===== src/rtl/irq_sequencer.sv =====
// irq_sequencer: edge-triggered interrupt controller for the CPU decode stage.
// Latches rising edges of peripheral requests into a pending register, masks
// them with a software mask and a global enable, and raises IRQ for the
// lowest-numbered active source. IRQ is held until the datapath acknowledges
// the vector. Further requests are then blocked until the handler returns.
//
// Ports:
//   clk, reset      system clock; synchronous active-high reset
//   src_irq         raw peripheral request lines (rising-edge sensitive)
//   kernel_mode     1 while executing kernel/handler code (blocks new IRQs)
//   irq_ack         datapath took the interrupt vector this cycle
//   eret            handler return executed this cycle
//   cfg_we/addr/wdata  config write port (0 mask, 1 pending W1C, 2 cause, 3 status)
//   cfg_rdata       combinational read data selected by cfg_addr
//   IRQ             interrupt request to the control unit (state == REQ)
//   irq_busy        high while in REQ or SERVICE
module irq_sequencer #(
    parameter int unsigned NSRC = 4,
    parameter int unsigned CW   = 3
) (
    input  logic            clk,
    input  logic            reset,
    input  logic [NSRC-1:0] src_irq,
    input  logic            kernel_mode,
    input  logic            irq_ack,
    input  logic            eret,
    input  logic            cfg_we,
    input  logic [1:0]      cfg_addr,
    input  logic [31:0]     cfg_wdata,
    output logic [31:0]     cfg_rdata,
    output logic            IRQ,
    output logic            irq_busy
);

    localparam int unsigned DW = 32;

    typedef enum logic [1:0] {
        IDLE    = 2'd0,
        REQ     = 2'd1,
        SERVICE = 2'd2
    } state_e;

    state_e            state_q, state_d;
    logic [NSRC-1:0]   mask_q, mask_d;
    logic [NSRC-1:0]   pending_q, pending_d;
    logic [CW-1:0]     cause_q, cause_d;
    logic              en_q, en_d;
    logic [NSRC-1:0]   src_prev_q, src_prev_d;

    logic [NSRC-1:0]   rise;
    logic [NSRC-1:0]   w1c;
    logic [NSRC-1:0]   pending_nw;
    logic [NSRC-1:0]   active_q;
    logic [NSRC-1:0]   active_nw;
    logic [NSRC-1:0]   cause_oh;
    logic [NSRC-1:0]   ack_clr;
    logic [CW-1:0]     winner;

    // Upper write-data bits have no destination.
    logic unused_wdata;
    assign unused_wdata = ^cfg_wdata[DW-1:NSRC];

    // State register and config/pending registers.
    always_ff @(posedge clk) begin
        if (reset) begin
            state_q    <= IDLE;
            mask_q     <= '0;
            pending_q  <= '0;
            cause_q    <= '0;
            en_q       <= 1'b0;
            src_prev_q <= '0;
        end else begin
            state_q    <= state_d;
            mask_q     <= mask_d;
            pending_q  <= pending_d;
            cause_q    <= cause_d;
            en_q       <= en_d;
            src_prev_q <= src_prev_d;
        end
    end

    // Config writes, edge detect and pending update (new edges beat any clear).
    always_comb begin
        mask_d     = mask_q;
        en_d       = en_q;
        w1c        = '0;
        src_prev_d = src_irq;
        rise       = src_irq & ~src_prev_q;
        if (cfg_we) begin
            case (cfg_addr)
                2'd0:    mask_d = cfg_wdata[NSRC-1:0];
                2'd1:    w1c    = cfg_wdata[NSRC-1:0];
                2'd3:    en_d   = cfg_wdata[0];
                default: ;
            endcase
        end
        // Pending/mask as they will stand after this edge, ignoring the ack clear.
        pending_nw = (pending_q & ~w1c) | rise;
        active_nw  = pending_nw & mask_d;
        pending_d  = (pending_q & ~(w1c | ack_clr)) | rise;
    end

    // Arbitration: lowest-numbered active source wins.
    always_comb begin
        active_q = pending_q & mask_q;
        winner   = '0;
        cause_oh = '0;
        for (int i = int'(NSRC) - 1; i >= 0; i--) begin
            if (active_q[i]) winner = CW'(i);
        end
        for (int i = 0; i < int'(NSRC); i++) begin
            cause_oh[i] = (cause_q == CW'(i));
        end
    end

    // Next-state logic.
    always_comb begin
        state_d = state_q;
        cause_d = cause_q;
        ack_clr = '0;
        case (state_q)
            IDLE: begin
                if (en_q && (|active_q) && !kernel_mode) begin
                    cause_d = winner;
                    state_d = REQ;
                end
            end
            REQ: begin
                if (irq_ack) begin
                    ack_clr = cause_oh;
                    state_d = SERVICE;
                end else if (!(|(active_nw & cause_oh)) || !en_d) begin
                    // Request withdrawn by W1C, mask or disable; cause is kept.
                    state_d = IDLE;
                end
            end
            SERVICE: begin
                if (eret) state_d = IDLE;
            end
            default: state_d = IDLE;
        endcase
    end

    // Outputs decoded from the state register only.
    assign IRQ      = (state_q == REQ);
    assign irq_busy = (state_q == REQ) || (state_q == SERVICE);

    // Read mux; unused bits read as zero.
    always_comb begin
        cfg_rdata = '0;
        case (cfg_addr)
            2'd0: cfg_rdata = DW'(mask_q);
            2'd1: cfg_rdata = DW'(pending_q);
            2'd2: cfg_rdata = DW'(cause_q);
            2'd3: cfg_rdata = {29'd0, state_q, en_q};
            default: cfg_rdata = '0;
        endcase
    end

endmodule


===== config.mk =====
export PLATFORM = sky130hd
export DESIGN_NAME = irq_sequencer
export DESIGN_NICKNAME = d
export VERILOG_FILES = /design/src/rtl/irq_sequencer.sv
export SDC_FILE = /design/constraint.sdc
export NUM_CORES = 1
export LEC_CHECK = 0
export BUFFER_PORTS_ARGS = -buffer_cell sky130_fd_sc_hd__buf_4
export CAP_MARGIN = 5
export CORE_UTILIZATION = 47
export DETAILED_ROUTE_END_ITERATION = 16
export PLACE_DENSITY = 0.94
export SYNTH_ARGS = -nofsm -noshare
export SYNTH_HDL_FRONTEND = slang
export SYNTH_SLANG_ARGS = --single-unit

===== constraint.sdc =====
create_clock -name clk -period 3.3 [get_ports clk]
set_clock_uncertainty 0.2 [all_clocks]
set_input_delay 0.495 -clock clk [delete_from_list [all_inputs] [get_ports clk]]
set_output_delay 0.495 -clock clk [all_outputs]
set_load 0.005 [all_outputs]

Yosys cells after proc, flatten, opt, wreduce, memory -nomap -nowiden
Cells that the tools add are included.
{ "word_totals": {"regBits": 18, "elab_cells": 61} }
{ "classes": {"eq_ne": 11, "n_mux": 18, "bitwise_logic": 12, "reduce_logical": 14} }
{ "ops": {"columns": ["operator", "n"], "rows": [
  ["$pmux 32 s4", 1],
  ["$and 4x4->4", 6],
  ["$mux 4", 6],
  ["$not 4->4", 3],
  ["$or 4x4->4", 3],
  ["$mux 2", 5],
  ["$mux 3", 3],
  ["$reduce_or 4->1", 2],
  ["$eq 2x2->1 const B", 3],
  ["$eq 3x2->1 const B", 2],
  ["$pmux 2 s3", 1],
  ["$eq 2x1->1 const B", 2],
  ["$logic_not 2->1", 2],
  ["$ne 2x2->1 const B", 2],
  ["$eq 3x1->1 const B", 1],
  ["$logic_not 1->1", 3],
  ["$logic_not 3->1", 1],
  ["$ne 3x2->1 const B", 1],
  ["$reduce_and 3->1", 1],
  ["$logic_and 1x1->1", 2],
  ["$logic_or 1x1->1", 2],
  ["$mux 1", 2],
  ["$reduce_and 2->1", 1]
]} }

Longest topological paths before layout
{ "logic_depth": {"depth_word": 14, "mapped_depth": 6, "mapped_depth_nobuf": 6} }

Least setup slack after synthesis
No wires, ideal clock.
{ "synth_path": {"path_type": "input port to flip-flop", "from": "in cfg_addr[1]", "to": "reg state_q[0]", "arrival_time_ns": 1.590, "required_ns": 3.018, "slack_ns": 1.428, "stages": 6, "cell_sequence": "buf_2 nand4b_1 a21boi_0 o22ai_2 or3b_1 o2111ai_1"} }
{ "synth_via": {"elab_chain_len": 13, "word_cells_on_any_way": 20, "classes_between": "eq/ne: 3; mux: 6; bitwise: 5; reduce/logical: 6"} }
{ "synth_lines": {"columns": ["item", "line", "rtl"], "rows": [
  ["from (decl)", "28", "input logic [1:0] cfg_addr,"],
  ["$eq 2x1->1", "90", "case (cfg_addr)"],
  ["$mux 4", "90", null],
  ["$mux 4", "89", "if (cfg_we) begin"],
  ["$not 4->4", "98", "pending_nw = (pending_q & ~w1c) | rise;"],
  ["$and 4x4->4", "98", null],
  ["$or 4x4->4", "98", null],
  ["$and 4x4->4", "99", "active_nw = pending_nw & mask_d;"],
  ["$and 4x4->4", "132", "end else if (!(|(active_nw & cause_oh)) || !en_d) begin"],
  ["$reduce_or 4->1", "132", null],
  ["$logic_not 1->1", "132", null],
  ["$logic_or 1x1->1 (*)", "132", null],
  ["$ne 3x2->1 (no source line) (*)", null, null],
  ["$reduce_and 3->1 (no source line) (*)", null, null],
  ["to (signal assigned)", "73", "state_q <= state_d;"],
  ["to (decl)", "43", "state_e state_q, state_d;"]
]} }
Mark *: on every way between the ends. The rest lies on a longest branch, timed or not.
A chain may end at the register's enable or synchronous reset.

Final worst setup path
Ends and elaborated chain as after synthesis.

==> flow_metrics.env <==
export IMPL_route_antenna_remaining_nets=0
export IMPL_synthDistinctLibCells=42
export IMPL_fin_nets=212
export IMPL_synthToLayoutAreaGrowth_pct=4.96
export IMPL_grt_pass1_vias=921
export IMPL_syn_area_um2=1310
export IMPL_switching_share_pct=30.8
export IMPL_synth_top_flop_cell="sky130_fd_sc_hd__dfxtp_1"
export IMPL_synth_common_cells="29 x sky130_fd_sc_hd__buf_4, 17 x sky130_fd_sc_hd__dfxtp_1, 9 x sky130_fd_sc_hd__mux2i_1"
export IMPL_grt_first_pass_wirelength_mm=4.11
export IMPL_die_height_um=54.8
export IMPL_max_freq_mhz=452
export IMPL_worstMarginPinSlew_ns=0.770
export IMPL_synthSimpleGateAreaFrac_pct=21.4
export IMPL_n_antenna_cell=0
export IMPL_total_clock_buffers_created_by_cts=3
export IMPL_die_width_um=54.8
export IMPL_asyncSetResetFlopFracSynth_pct=0
export IMPL_number_of_instances_resized_during_post_cts_repair=0
export IMPL_syn_area_per_cell_um2=8.93
export IMPL_root_buffer="sky130_fd_sc_hd__clkbuf_4"
export IMPL_numPortBuffers=21
export IMPL_htreeDepth=1
export IMPL_synth_edff_count=0
export IMPL_yosysTopAreaCellShare_pct=25.9
export IMPL_final_count_of_hold_timing_violations=0
export IMPL_drcViolationCount=0
export IMPL_antenna_found_initial=0
export IMPL_number_of_buffers_added_to_fix_hold_violations_after_cts=0
export IMPL_ys_ff_latch=17
export IMPL_grt_ovfl_total=0
export IMPL_leakagePower_nw=0.562
export IMPL_clk_pin_slew_worst_paths_ns=0.10
export IMPL_setup_violations_final=0
export IMPL_cts_path_max_buffers=2
export IMPL_syn_inst=147
export IMPL_fillers=267
export IMPL_initial_core_utilization_pct=51.1
export IMPL_comb_power_share_pct=23.7
export IMPL_drt_wl_total_mm=2.68
export IMPL_die_area_um2=3010
export IMPL_yosys_area_top_type="sky130_fd_sc_hd__dfxtp_1"
export IMPL_final_period_minus_worst_setup_slack_ns=2.21
export IMPL_synth_compound_gate_area_share_pct=14.9
export IMPL_grt_setup_unrepaired="no"
export IMPL_start_kind="primary input"
export IMPL_max_slew_margin_pct=48.5
export IMPL_total_switching_power_w=0.000140
export IMPL_run_status="completed"
export IMPL_drive_gt1_share_pct=20.7
export IMPL_placed_area_um2=1350
export IMPL_slew_violations=0
export IMPL_drt_pass1_iter_count=4
export IMPL_p_per_area_nw_per_um2=328
export IMPL_fin_util_pct=53.7
export IMPL_worst_ep_arrival_time_ns=2.24
export IMPL_synth_top_cells_by_area="sky130_fd_sc_hd__dfxtp_1 26%, sky130_fd_sc_hd__buf_4 17%, sky130_fd_sc_hd__mux2i_1 6.9%, sky130_fd_sc_hd__mux4_2 3.4%, sky130_fd_sc_hd__a21oi_1 3.1%"
export IMPL_synth_fa_ha_area_share_pct=2.86
export IMPL_part_of_the_total_power_dissipated_in_sequential_elements_pct=50.4
export IMPL_placementRows=18
export IMPL_placed_wire_length_estimate_mm=1.96
export IMPL_worst_r2r_cell_count=6
export IMPL_timing_setup_critical_path_class="primary input to register"
export IMPL_clock_power_share_pct=25.8
export IMPL_post_route_period_util_pct=67.1
export IMPL_hold_path_class="primary input to register"
export IMPL_dr_first_iter_drc_count=30
export IMPL_cp_end_kind="register"
export IMPL_yosys_area_share_xor_xnor_pct=0
export IMPL_gpl_final_weighted_congestion=0.836
export IMPL_i_o_pin_count=78
export IMPL_synth_yosys_seq_area_share_pct=25.9
export IMPL_irDropWorstVdd_mv=0.318
export IMPL_multiplexer_share_of_the_synthesized_area_pct=14.0
export IMPL_tritoncts_clock_tree="done"
export IMPL_routed_via_count=1078
export IMPL_avgRoutedWirePerCell_um=13.8
export IMPL_crit_fanout=11
export IMPL_synth_warning_count=0
export IMPL_post_cts_setup_buffer_count=0
export IMPL_final_setup_tns_ns=0
export IMPL_critPathRequiredTime_ns=3.33
export IMPL_fin_area_um2=1380
export IMPL_synth_top_family_by_area="simple AND/OR/NAND/NOR gates"
export IMPL_coreArea_um2=2570
export IMPL_clock_latency_ns=0.30
export IMPL_depth_of_the_worst_hold_timing_path=2
export IMPL_yosysMostFrequentCell="sky130_fd_sc_hd__buf_4"
export IMPL_pin_count_of_the_biggest_net_entering_global_routing=19
export IMPL_groute_usage_overall_pct=19.5
export IMPL_p_int_w=0.000313
export IMPL_cts_sink_count=17
export IMPL_max_cap_viol_count=0
export IMPL_vias_per_cell=5.56
==> power groups by stage <==
stage	registers, W	clock network, W	logic, W
2_1_floorplan	0.000229	0	0.0000917
3_3_place_gp	0.000231	0	0.000102
3_5_place_dp	0.000232	0	0.000105
4_1_cts	0.000228	0.000121	0.000106
5_1_grt	0.000230	0.000129	0.000119
6_report	0.000228	0.000117	0.000107
==> state kept, by name (all words and copies together) (netlist names) <==
| name | cells |
|---|---|
| pending_q | 4 |
| state_q | 2 |
| src_prev_q | 4 |
| en_q | 1 |
| cause_q | 2 |
| mask_q | 4 |
==> per-layer routing <==
metal / track usage, % / part of all wire (%) / vias up
met4: 8.12 / 1.4 / 0
li1: - / - / 505
met1: 25.2 / 41 / 497
met2: 30.3 / 47 / 70
met3: 5.00 / 10 / 6
met5: 0 / 0 / -
==> per-stage QoR <==
step	hold slack (ns)	worst slack, ns	cells	power (W)
2_1_floorplan	0.273	1.43	174	0.000320
3_3_place_gp	0.280	0.885	190	0.000333
3_5_place_dp	0.294	0.828	190	0.000338
4_1_cts	0.200	1.12	194	0.000455
5_1_grt	0.214	0.978	194	0.000477
6_report	0.203	1.09	194	0.000452
==> area by class of cell <==
type	count	area, um^2	area share, %
timing repair buffer	21	158	11.4
sequential	17	340	24.7
clock inverter	1	5.00	0.363
tap	30	37.5	2.72
multi-input combinational	119	803	58.3
clock buffer	3	22.5	1.63
inverter	3	11.3	0.817
==> cells by family (layout without fill, tap and decap cells) <==
logic type | Yosys count | after routing
muxes | 15 | 15
other | 1 | 28
and+or+nand+nor | 45 | 45
AOI/OAI and AO/OA | 28 | 28
buffers and inverters | 38 | 28
DFF | 17 | 17
adders and majority gates | 3 | 3
==> worst max-delay path: stages <==
cell and delay, ns:
sky130_fd_sc_hd__buf_4 0.15, sky130_fd_sc_hd__nor3b_2 0.66, sky130_fd_sc_hd__mux2i_1 0.36, sky130_fd_sc_hd__o22ai_2 0.12, sky130_fd_sc_hd__or3b_1 0.36, sky130_fd_sc_hd__o2111ai_1 0.09
==> final timing paths <==
check,start,to,slack (ns)
setup / recovery,cfg_addr[1],state_q[0]$_SDFFE_PP0P_,1.09
hold / removal,src_irq[2],src_prev_q[2]$_SDFF_PP0_,0.20
setup reg to reg,state_q[0]$_SDFFE_PP0P_,state_q[0]$_SDFFE_PP0P_,1.38
hold reg to reg,src_prev_q[2]$_SDFF_PP0_,pending_q[2]$_SDFF_PP0_,0.30
==> cell usage in the layout, fill, tap and decap left out, types with 2 or more instances in the layout <==
master,count
sky130_fd_sc_hd__a21boi_0,3
sky130_fd_sc_hd__a21oi_1,8
sky130_fd_sc_hd__a22o_1,2
sky130_fd_sc_hd__mux2i_1,9
sky130_fd_sc_hd__nand2_1,3
sky130_fd_sc_hd__inv_1,3
sky130_fd_sc_hd__ha_1,3
sky130_fd_sc_hd__mux2_1,2
sky130_fd_sc_hd__nand3_1,7
sky130_fd_sc_hd__nor2_1,7
sky130_fd_sc_hd__mux4_2,2
sky130_fd_sc_hd__conb_1,28
sky130_fd_sc_hd__o211ai_1,2
sky130_fd_sc_hd__nor2b_1,5
sky130_fd_sc_hd__nor3_1,2
sky130_fd_sc_hd__buf_4,21
sky130_fd_sc_hd__o21ai_0,4
sky130_fd_sc_hd__nand3b_1,4
sky130_fd_sc_hd__o22ai_2,2
sky130_fd_sc_hd__dfxtp_1,17
sky130_fd_sc_hd__or2b_1,2
sky130_fd_sc_hd__nor3b_1,2
sky130_fd_sc_hd__clkbuf_4,3
sky130_fd_sc_hd__nand4b_1,4
sky130_fd_sc_hd__nand2b_1,2
sky130_fd_sc_hd__o2111ai_1,2
Power figures use the tool's default switching activity.
